--- config.mk ---
export PLATFORM = sky130hd
export DESIGN_NAME = pipeline_hazard_ctrl_flat
export DESIGN_NICKNAME = d
export VERILOG_FILES = /design/src/rtl/pipeline_hazard_ctrl_if.sv /design/src/rtl/pipeline_hazard_ctrl.sv /design/src/flat_wrapper.sv
export SDC_FILE = /design/constraint.sdc
export NUM_CORES = 1
export LEC_CHECK = 0
export ABC_AREA = 0
export CAP_MARGIN = 20
export CORE_MARGIN = 2
export CORE_UTILIZATION = 44
export DETAILED_ROUTE_END_ITERATION = 12
export PLACE_DENSITY = 0.77
export SYNTH_ARGS = -nofsm -noshare
export SYNTH_HDL_FRONTEND = slang
export SYNTH_SLANG_ARGS = --single-unit
--- constraint.sdc ---
create_clock -name clock -period 1.9 [get_ports clock]
set_input_delay 0.285 -clock clock [delete_from_list [all_inputs] [get_ports clock]]
set_output_delay 0.285 -clock clock [all_outputs]
set_load 0.005 [all_outputs]
--- src/rtl/pipeline_hazard_ctrl_if.sv ---
// Signal bundle between the pipeline datapath and the hazard controller.
// The datapath side uses the master modport and the controller uses the slave modport.
interface pipeline_hazard_ctrl_if #(
    parameter int CNT_W = 16
);
    logic             id_uses_rs1;
    logic             id_uses_rs2;
    logic [4:0]       id_rs1;
    logic [4:0]       id_rs2;
    logic [4:0]       ex_rd;
    logic             ex_mem_read;
    logic             ex_redirect;
    logic             mem_req;
    logic             mem_ready;
    logic             perf_clr;

    logic             pc_stall;
    logic             if_id_stall;
    logic             id_ex_stall;
    logic             ex_mem_stall;
    logic             if_id_flush;
    logic             id_ex_flush;
    logic             mem_wb_flush;
    logic             mem_timeout;
    logic [CNT_W-1:0] stall_count;
    logic [CNT_W-1:0] flush_count;

    modport master (
        output id_rs1, id_rs2, id_uses_rs1, id_uses_rs2, ex_rd, ex_mem_read,
               ex_redirect, mem_req, mem_ready, perf_clr,
        input  pc_stall, if_id_stall, id_ex_stall, ex_mem_stall, if_id_flush,
               id_ex_flush, mem_wb_flush, mem_timeout, stall_count, flush_count
    );

    modport slave (
        input  id_rs1, id_rs2, id_uses_rs1, id_uses_rs2, ex_rd, ex_mem_read,
               ex_redirect, mem_req, mem_ready, perf_clr,
        output pc_stall, if_id_stall, id_ex_stall, ex_mem_stall, if_id_flush,
               id_ex_flush, mem_wb_flush, mem_timeout, stall_count, flush_count
    );
endinterface

--- src/rtl/pipeline_hazard_ctrl.sv ---
// Five-stage pipeline hazard controller: memory-wait freeze, redirect flush, load-use stall,
// memory timeout detection and saturating stall/flush performance counters.
module pipeline_hazard_ctrl #(
    parameter int TIMEOUT_CYCLES = 255,
    parameter int CNT_W          = 16
) (
    input  logic                   clock,
    input  logic                   reset_n,
    pipeline_hazard_ctrl_if.slave  bus
);
    localparam int WCNT_W = $clog2(TIMEOUT_CYCLES + 1);
    localparam logic [WCNT_W-1:0] TIMEOUT_W = WCNT_W'(TIMEOUT_CYCLES);

    typedef enum logic [1:0] {
        S_RUN,
        S_MEM_WAIT,
        S_ERROR
    } state_t;

    state_t            r_state;
    state_t            w_state_nxt;
    logic [WCNT_W-1:0] r_wcnt;
    logic [WCNT_W-1:0] w_wcnt_nxt;
    logic              r_timeout;
    logic              w_timeout_set;
    logic [CNT_W-1:0]  r_stall_cnt;
    logic [CNT_W-1:0]  r_flush_cnt;

    logic w_mem_wait;
    logic w_load_use;
    logic w_pc_stall;
    logic w_if_id_stall;
    logic w_id_ex_stall;
    logic w_ex_mem_stall;
    logic w_if_id_flush;
    logic w_id_ex_flush;
    logic w_mem_wb_flush;

    assign w_mem_wait = bus.mem_req & ~bus.mem_ready;
    assign w_load_use = bus.ex_mem_read & (bus.ex_rd != 5'd0) &
                        ((bus.id_uses_rs1 & (bus.id_rs1 == bus.ex_rd)) |
                         (bus.id_uses_rs2 & (bus.id_rs2 == bus.ex_rd)));

    always_comb begin
        w_state_nxt    = r_state;
        w_wcnt_nxt     = r_wcnt;
        w_timeout_set  = 1'b0;
        w_pc_stall     = 1'b0;
        w_if_id_stall  = 1'b0;
        w_id_ex_stall  = 1'b0;
        w_ex_mem_stall = 1'b0;
        w_if_id_flush  = 1'b0;
        w_id_ex_flush  = 1'b0;
        w_mem_wb_flush = 1'b0;

        case (r_state)
            S_RUN: begin
                if (w_mem_wait) begin
                    w_state_nxt = S_MEM_WAIT;
                    w_wcnt_nxt  = WCNT_W'(1);
                end else begin
                    w_wcnt_nxt  = '0;
                end
            end
            S_MEM_WAIT: begin
                if (!w_mem_wait) begin
                    w_state_nxt = S_RUN;
                    w_wcnt_nxt  = '0;
                end else if (r_wcnt == TIMEOUT_W) begin
                    w_state_nxt   = S_ERROR;
                    w_timeout_set = 1'b1;
                end else begin
                    w_wcnt_nxt  = r_wcnt + WCNT_W'(1);
                end
            end
            S_ERROR: w_state_nxt = S_ERROR;
            default: begin
                w_state_nxt = S_RUN;
                w_wcnt_nxt  = '0;
            end
        endcase

        // A timed-out pipeline stays frozen exactly like a pending memory wait.
        if ((r_state == S_ERROR) || w_mem_wait) begin
            w_pc_stall     = 1'b1;
            w_if_id_stall  = 1'b1;
            w_id_ex_stall  = 1'b1;
            w_ex_mem_stall = 1'b1;
            w_mem_wb_flush = 1'b1;
        end else if (bus.ex_redirect) begin
            w_if_id_flush  = 1'b1;
            w_id_ex_flush  = 1'b1;
        end else if (w_load_use) begin
            w_pc_stall     = 1'b1;
            w_if_id_stall  = 1'b1;
            w_id_ex_flush  = 1'b1;
        end

        if (!reset_n) begin
            w_pc_stall     = 1'b0;
            w_if_id_stall  = 1'b0;
            w_id_ex_stall  = 1'b0;
            w_ex_mem_stall = 1'b0;
            w_if_id_flush  = 1'b0;
            w_id_ex_flush  = 1'b0;
            w_mem_wb_flush = 1'b0;
        end
    end

    always_ff @(posedge clock) begin
        if (!reset_n) begin
            r_state     <= S_RUN;
            r_wcnt      <= '0;
            r_timeout   <= 1'b0;
            r_stall_cnt <= '0;
            r_flush_cnt <= '0;
        end else begin
            r_state <= w_state_nxt;
            r_wcnt  <= w_wcnt_nxt;
            if (w_timeout_set) begin
                r_timeout <= 1'b1;
            end
            if (bus.perf_clr) begin
                r_stall_cnt <= '0;
                r_flush_cnt <= '0;
            end else begin
                if (w_pc_stall && (r_stall_cnt != {CNT_W{1'b1}})) begin
                    r_stall_cnt <= r_stall_cnt + CNT_W'(1);
                end
                if ((w_if_id_flush || w_id_ex_flush) && (r_flush_cnt != {CNT_W{1'b1}})) begin
                    r_flush_cnt <= r_flush_cnt + CNT_W'(1);
                end
            end
        end
    end

    assign bus.pc_stall     = w_pc_stall;
    assign bus.if_id_stall  = w_if_id_stall;
    assign bus.id_ex_stall  = w_id_ex_stall;
    assign bus.ex_mem_stall = w_ex_mem_stall;
    assign bus.if_id_flush  = w_if_id_flush;
    assign bus.id_ex_flush  = w_id_ex_flush;
    assign bus.mem_wb_flush = w_mem_wb_flush;
    assign bus.mem_timeout  = r_timeout;
    assign bus.stall_count  = r_stall_cnt;
    assign bus.flush_count  = r_flush_cnt;
endmodule

--- src/flat_wrapper.sv ---
// flat-port wrapper written by rule: the top's interface ports become plain ports
module pipeline_hazard_ctrl_flat 
#(
    parameter int TIMEOUT_CYCLES = 255,
    parameter int CNT_W          = 16
)
  (clock, reset_n, bus_id_rs1, bus_id_rs2, bus_id_uses_rs1, bus_id_uses_rs2, bus_ex_rd, bus_ex_mem_read, bus_ex_redirect, bus_mem_req, bus_mem_ready, bus_perf_clr, bus_pc_stall, bus_if_id_stall, bus_id_ex_stall, bus_ex_mem_stall, bus_if_id_flush, bus_id_ex_flush, bus_mem_wb_flush, bus_mem_timeout, bus_stall_count, bus_flush_count);
  pipeline_hazard_ctrl_if #(.CNT_W(CNT_W)) bus_i ();
  input  logic clock;
  input  logic reset_n;
  input wire logic [$bits(bus_i.id_rs1)-1:0] bus_id_rs1;
  input wire logic [$bits(bus_i.id_rs2)-1:0] bus_id_rs2;
  input wire logic [$bits(bus_i.id_uses_rs1)-1:0] bus_id_uses_rs1;
  input wire logic [$bits(bus_i.id_uses_rs2)-1:0] bus_id_uses_rs2;
  input wire logic [$bits(bus_i.ex_rd)-1:0] bus_ex_rd;
  input wire logic [$bits(bus_i.ex_mem_read)-1:0] bus_ex_mem_read;
  input wire logic [$bits(bus_i.ex_redirect)-1:0] bus_ex_redirect;
  input wire logic [$bits(bus_i.mem_req)-1:0] bus_mem_req;
  input wire logic [$bits(bus_i.mem_ready)-1:0] bus_mem_ready;
  input wire logic [$bits(bus_i.perf_clr)-1:0] bus_perf_clr;
  output wire logic [$bits(bus_i.pc_stall)-1:0] bus_pc_stall;
  output wire logic [$bits(bus_i.if_id_stall)-1:0] bus_if_id_stall;
  output wire logic [$bits(bus_i.id_ex_stall)-1:0] bus_id_ex_stall;
  output wire logic [$bits(bus_i.ex_mem_stall)-1:0] bus_ex_mem_stall;
  output wire logic [$bits(bus_i.if_id_flush)-1:0] bus_if_id_flush;
  output wire logic [$bits(bus_i.id_ex_flush)-1:0] bus_id_ex_flush;
  output wire logic [$bits(bus_i.mem_wb_flush)-1:0] bus_mem_wb_flush;
  output wire logic [$bits(bus_i.mem_timeout)-1:0] bus_mem_timeout;
  output wire logic [$bits(bus_i.stall_count)-1:0] bus_stall_count;
  output wire logic [$bits(bus_i.flush_count)-1:0] bus_flush_count;
  assign bus_i.id_rs1 = bus_id_rs1;
  assign bus_i.id_rs2 = bus_id_rs2;
  assign bus_i.id_uses_rs1 = bus_id_uses_rs1;
  assign bus_i.id_uses_rs2 = bus_id_uses_rs2;
  assign bus_i.ex_rd = bus_ex_rd;
  assign bus_i.ex_mem_read = bus_ex_mem_read;
  assign bus_i.ex_redirect = bus_ex_redirect;
  assign bus_i.mem_req = bus_mem_req;
  assign bus_i.mem_ready = bus_mem_ready;
  assign bus_i.perf_clr = bus_perf_clr;
  assign bus_pc_stall = bus_i.pc_stall;
  assign bus_if_id_stall = bus_i.if_id_stall;
  assign bus_id_ex_stall = bus_i.id_ex_stall;
  assign bus_ex_mem_stall = bus_i.ex_mem_stall;
  assign bus_if_id_flush = bus_i.if_id_flush;
  assign bus_id_ex_flush = bus_i.id_ex_flush;
  assign bus_mem_wb_flush = bus_i.mem_wb_flush;
  assign bus_mem_timeout = bus_i.mem_timeout;
  assign bus_stall_count = bus_i.stall_count;
  assign bus_flush_count = bus_i.flush_count;
  pipeline_hazard_ctrl #(.TIMEOUT_CYCLES(TIMEOUT_CYCLES), .CNT_W(CNT_W)) u_core (.clock(clock), .reset_n(reset_n), .bus(bus_i));
endmodule
==> results.py <==
metrics = {
    "setup_path": {
        "worst_r2r_startpoint": "u_core.bus.stall_count[2]",
        "path_class": "flop to flop",
        "crit_path_top_delay_cell": "or4_1",
        "cp_max_fo": 7,
        "startpoint_type": "flop",
        "worst_setup_path_end_kind": "flop",
        "crit_top_cell": "and4_4",
        "ff2ff_setup_slack_ps": -130,
        "cp.arrival_ps": 2280,
        "worst_path_largest_cell_delay_ps": 490,
        "reg2reg_depth": 8,
        "critical_path_required_ps": 2150,
        "reg2reg_to": "u_core.bus.stall_count[10]",
        "path_cells": "and4_4, and4_4, a211oi_4, a21oi_4, buf_6, buf_16, or4_1, nand2_1",
    },
    "yosys": {
        "async_flop_share": 0,
        "synth_edf_count": 0,
        "yosys-top-cells-area": "dfxtp_1 (36%), a21oi_1 (5.9%), xnor2_1 (5.2%), nand2_1 (3.9%), or3_1 (3.9%)",
        "synth_nets": 316,
        "synth_warnings": 0,
        "synth_top_area_cell": "dfxtp_1",
        "avgSynthCellArea_um2": 8.23,
        "seq_area_frac_synth": 0.362,
        "synth_top_area_share": 0.362,
        "ys_ff_latch": 43,
        "yosys.cell_types.count": 48,
        "synthCells": 289,
        "ys.flop_type": "dfxtp_1",
        "syn-cell-area_um2": 2380,
    },
    "sta": {
        "final.setup.worst_slack_ps": -131,
        "finalWorstPathRequiredPeriod_ps": 2030,
        "finalCritPeriodShare": 1.07,
        "hold_viol_final": 0,
        "rsz0062_at_grt": "yes",
        "worst_slew_pin_slew_ps": 683,
        "final-max-slew-violation-count": 0,
        "finalSetupViolCount": 19,
        "clock.fmax_ghz": 0.492,
        "hold_ws_ps": 450,
        "finClkSkew_ps": 11.9,
        "relSlewSlack": 0.544,
    },
    "layout": {
        "fin_area_um2": 4170,
        "n_antenna_cell": 0,
        "fillers": 320,
        "syn2layout_area_growth_pct": 75.2,
        "final_util": 0.806,
        "drive_above_1_share": 0.420,
        "regArea_um2": 877,
        "multi_input_area_um2": 1760,
        "final_nets": 448,
    },
    "placed_design": {
        "post-place-ws_ps": -778,
        "dpl-instance-area_um2": 3400,
        "io_buffers": 63,
        "place_hpwl_mm": 4.86,
        "gp_congestion": 0.898,
    },
    "status": {
        "violations": "negative setup slack",
        "status": "complete, but fails checks",
    },
    "floorplanning": {
        "rows": 26,
        "die_h_um": 77.5,
        "core-area_um2": 5170,
        "dieArea_um2": 6010,
        "die_w_um": 77.5,
        "start_util": 0.460,
        "ioPinCount": 64,
    },
    "flow_run": {
        "maxCapViolations": 0,
    },
    "min_path": {
        "hold_class": "flop to flop",
        "min_from": "u_core.r_state[0]",
        "min_to": "u_core.r_state[0]",
        "holdPathStages": 1,
    },
    "pwr": {
        "p_leak_uw": 0.00165,
        "total_power_uw": 1890,
        "power_density_nw_per_um2": 454,
        "vdd.ir_drop.worst_uv": 490,
    },
    "routing": {
        "drt.antenna.violating_nets": 0,
        "viasPerCell": 5.92,
        "drt_iter0_drc": 197,
        "drt_pre_antenna_iters": 4,
        "drt-total-wl_mm": 9.22,
        "wl_per_cell_um": 18.8,
        "drc": 0,
        "num_vias": 2909,
    },
    "cts": {
        "root_buffer": "clkbuf_8",
        "path_clk_slew_ps": 90,
        "clockBufferDepth": 2,
        "clock_latency_ps": 310,
        "cts_tree": "built",
        "htree_levels": 2,
        "cts_buffers": 5,
        "cts.sinks": 43,
    },
    "global_routing": {
        "antenna_found_initial": 0,
        "grt_max_degree": 13,
        "first_global_vias": 2697,
        "grt_pass1_wl_mm": 12.6,
        "grt_overflow": 0,
        "grtUsageTotal": 0.261,
    },
}
==> how the worst max path moves through the flow <==
stage                                            end                 startpoint  cells after the start  slack, ps
after detailed placement                bus_pc_stall               bus_ex_rd[1]                      6       -780
after global routing       u_core.bus.stall_count[8]  u_core.bus.stall_count[0]                      7       -160
after global placement               bus_if_id_stall               bus_ex_rd[1]                      6       -650
after floorplan            u_core.bus.stall_count[1]               bus_ex_rd[0]                      8         20
final                     u_core.bus.stall_count[10]  u_core.bus.stall_count[2]                      8       -130
after CTS                  u_core.bus.stall_count[9]  u_core.bus.stall_count[5]                      8        -40
==> sequential cells by signal, indices dropped and copies added, names as in the netlist <==
| name | cells |
|---|---|
| u_core.bus.flush_count | 16 |
| u_core.bus.mem_timeout | 1 |
| u_core.bus.stall_count | 16 |
| u_core.r_state | 2 |
| u_core.r_wcnt | 8 |
==> synthesized netlist by cell type, types with 2 or more instances <==
library cell   n
dfxtp_1       43
a21oi_1       28
nand2_1       25
nand3_1       18
nor2_1        15
or3_1         15
xnor2_1       14
o21ai_0       12
or4_1         11
nand4_1       10
inv_1          9
and3_1         7
clkbuf_1       7
o21ai_1        7
o31ai_1        7
and2_1         6
o211ai_1       5
and4_1         4
buf_4          4
nor2b_1        4
buf_6          3
ha_1           3
nand2b_1       3
nor3_1         3
a31o_2         2
or2_2          2
==> power by group <==
part,internal [µW],switching (µW)
Sequential,902,3.09
Clock,286,329
Combinational,208,165
==> layout make-up <==
type | count | share of cell area
Clock buffer | 6 | 0.0198
Clock inverter | 1 | 0.00120
Inverter | 9 | 0.00810
Multi-Input combinational cell | 222 | 0.422
Sequential cell | 43 | 0.210
Tap cell | 70 | 0.0210
Timing Repair Buffer | 140 | 0.318
==> metal layers <==
metal | share of wire | routed length (µm) | track usage
met1 | 0.38 | 3500 | 0.298
met2 | 0.51 | 4730 | 0.475
met3 | 0.063 | 577 | 0.0547
met4 | 0.044 | 410 | 0.104
met5 | 0 | 0 | 0
==> worst max-delay path: cells and delay by family, from the launching register on <==
kind / cells / cell delay [ps]
simple gates: 4 / 970
compound gates: 2 / 390
flops: 1 / 330
buf+inv: 2 / 270
==> kinds of logic (layout without fill, tap and decap cells) <==
logic type | after synthesis | in the layout | synth area share
AND/OR/NAND/NOR | 128 | 128 | 0.302
XOR/XNOR | 15 | 15 | 0.0552
flip-flops | 43 | 43 | 0.362
buffers and inverters | 24 | 156 | 0.0584
adder cells (fa/ha/maj) | 3 | 3 | 0.0158
AO/OA/AOI/OAI | 75 | 75 | 0.202
multiplexers | 1 | 1 | 0.00421
==> metrics by stage <==
stage / TNS, ps / cells
floorplan: 0 / 289
global placement: -17240 / 460
detailed placement: -20140 / 460
CTS: -61.2 / 483
global route: -1520 / 491
finish: -807 / 491
==> repair_timing <==
action                                  in CTS  in global routing
gates resized for setup                     82                109
cloned                                       3                  0
setup buffers                               14                  9
pin swaps                                   30                 49
hold buffers                                 0                  0
endpoints found under the setup margin      39                 34
==> cell usage in the layout (no fill, tap or decap), types with 6 or more instances in the layout <==
cell              n
dlygate4sd2_1    10
nand2_1          22
clkbuf_2          6
dfxtp_1          32
dfxtp_2          10
or4_4             7
buf_6            16
or3_1            12
a21oi_1          21
nor2_1           14
o21ai_0          10
clkbuf_8          6
a21oi_2           7
clkdlybuf4s50_1  34
xnor2_2           6
buf_4            60
inv_1             8
nand4_1          10
nand3_1          17
Note: power is estimated with default switching activity, not from simulation.
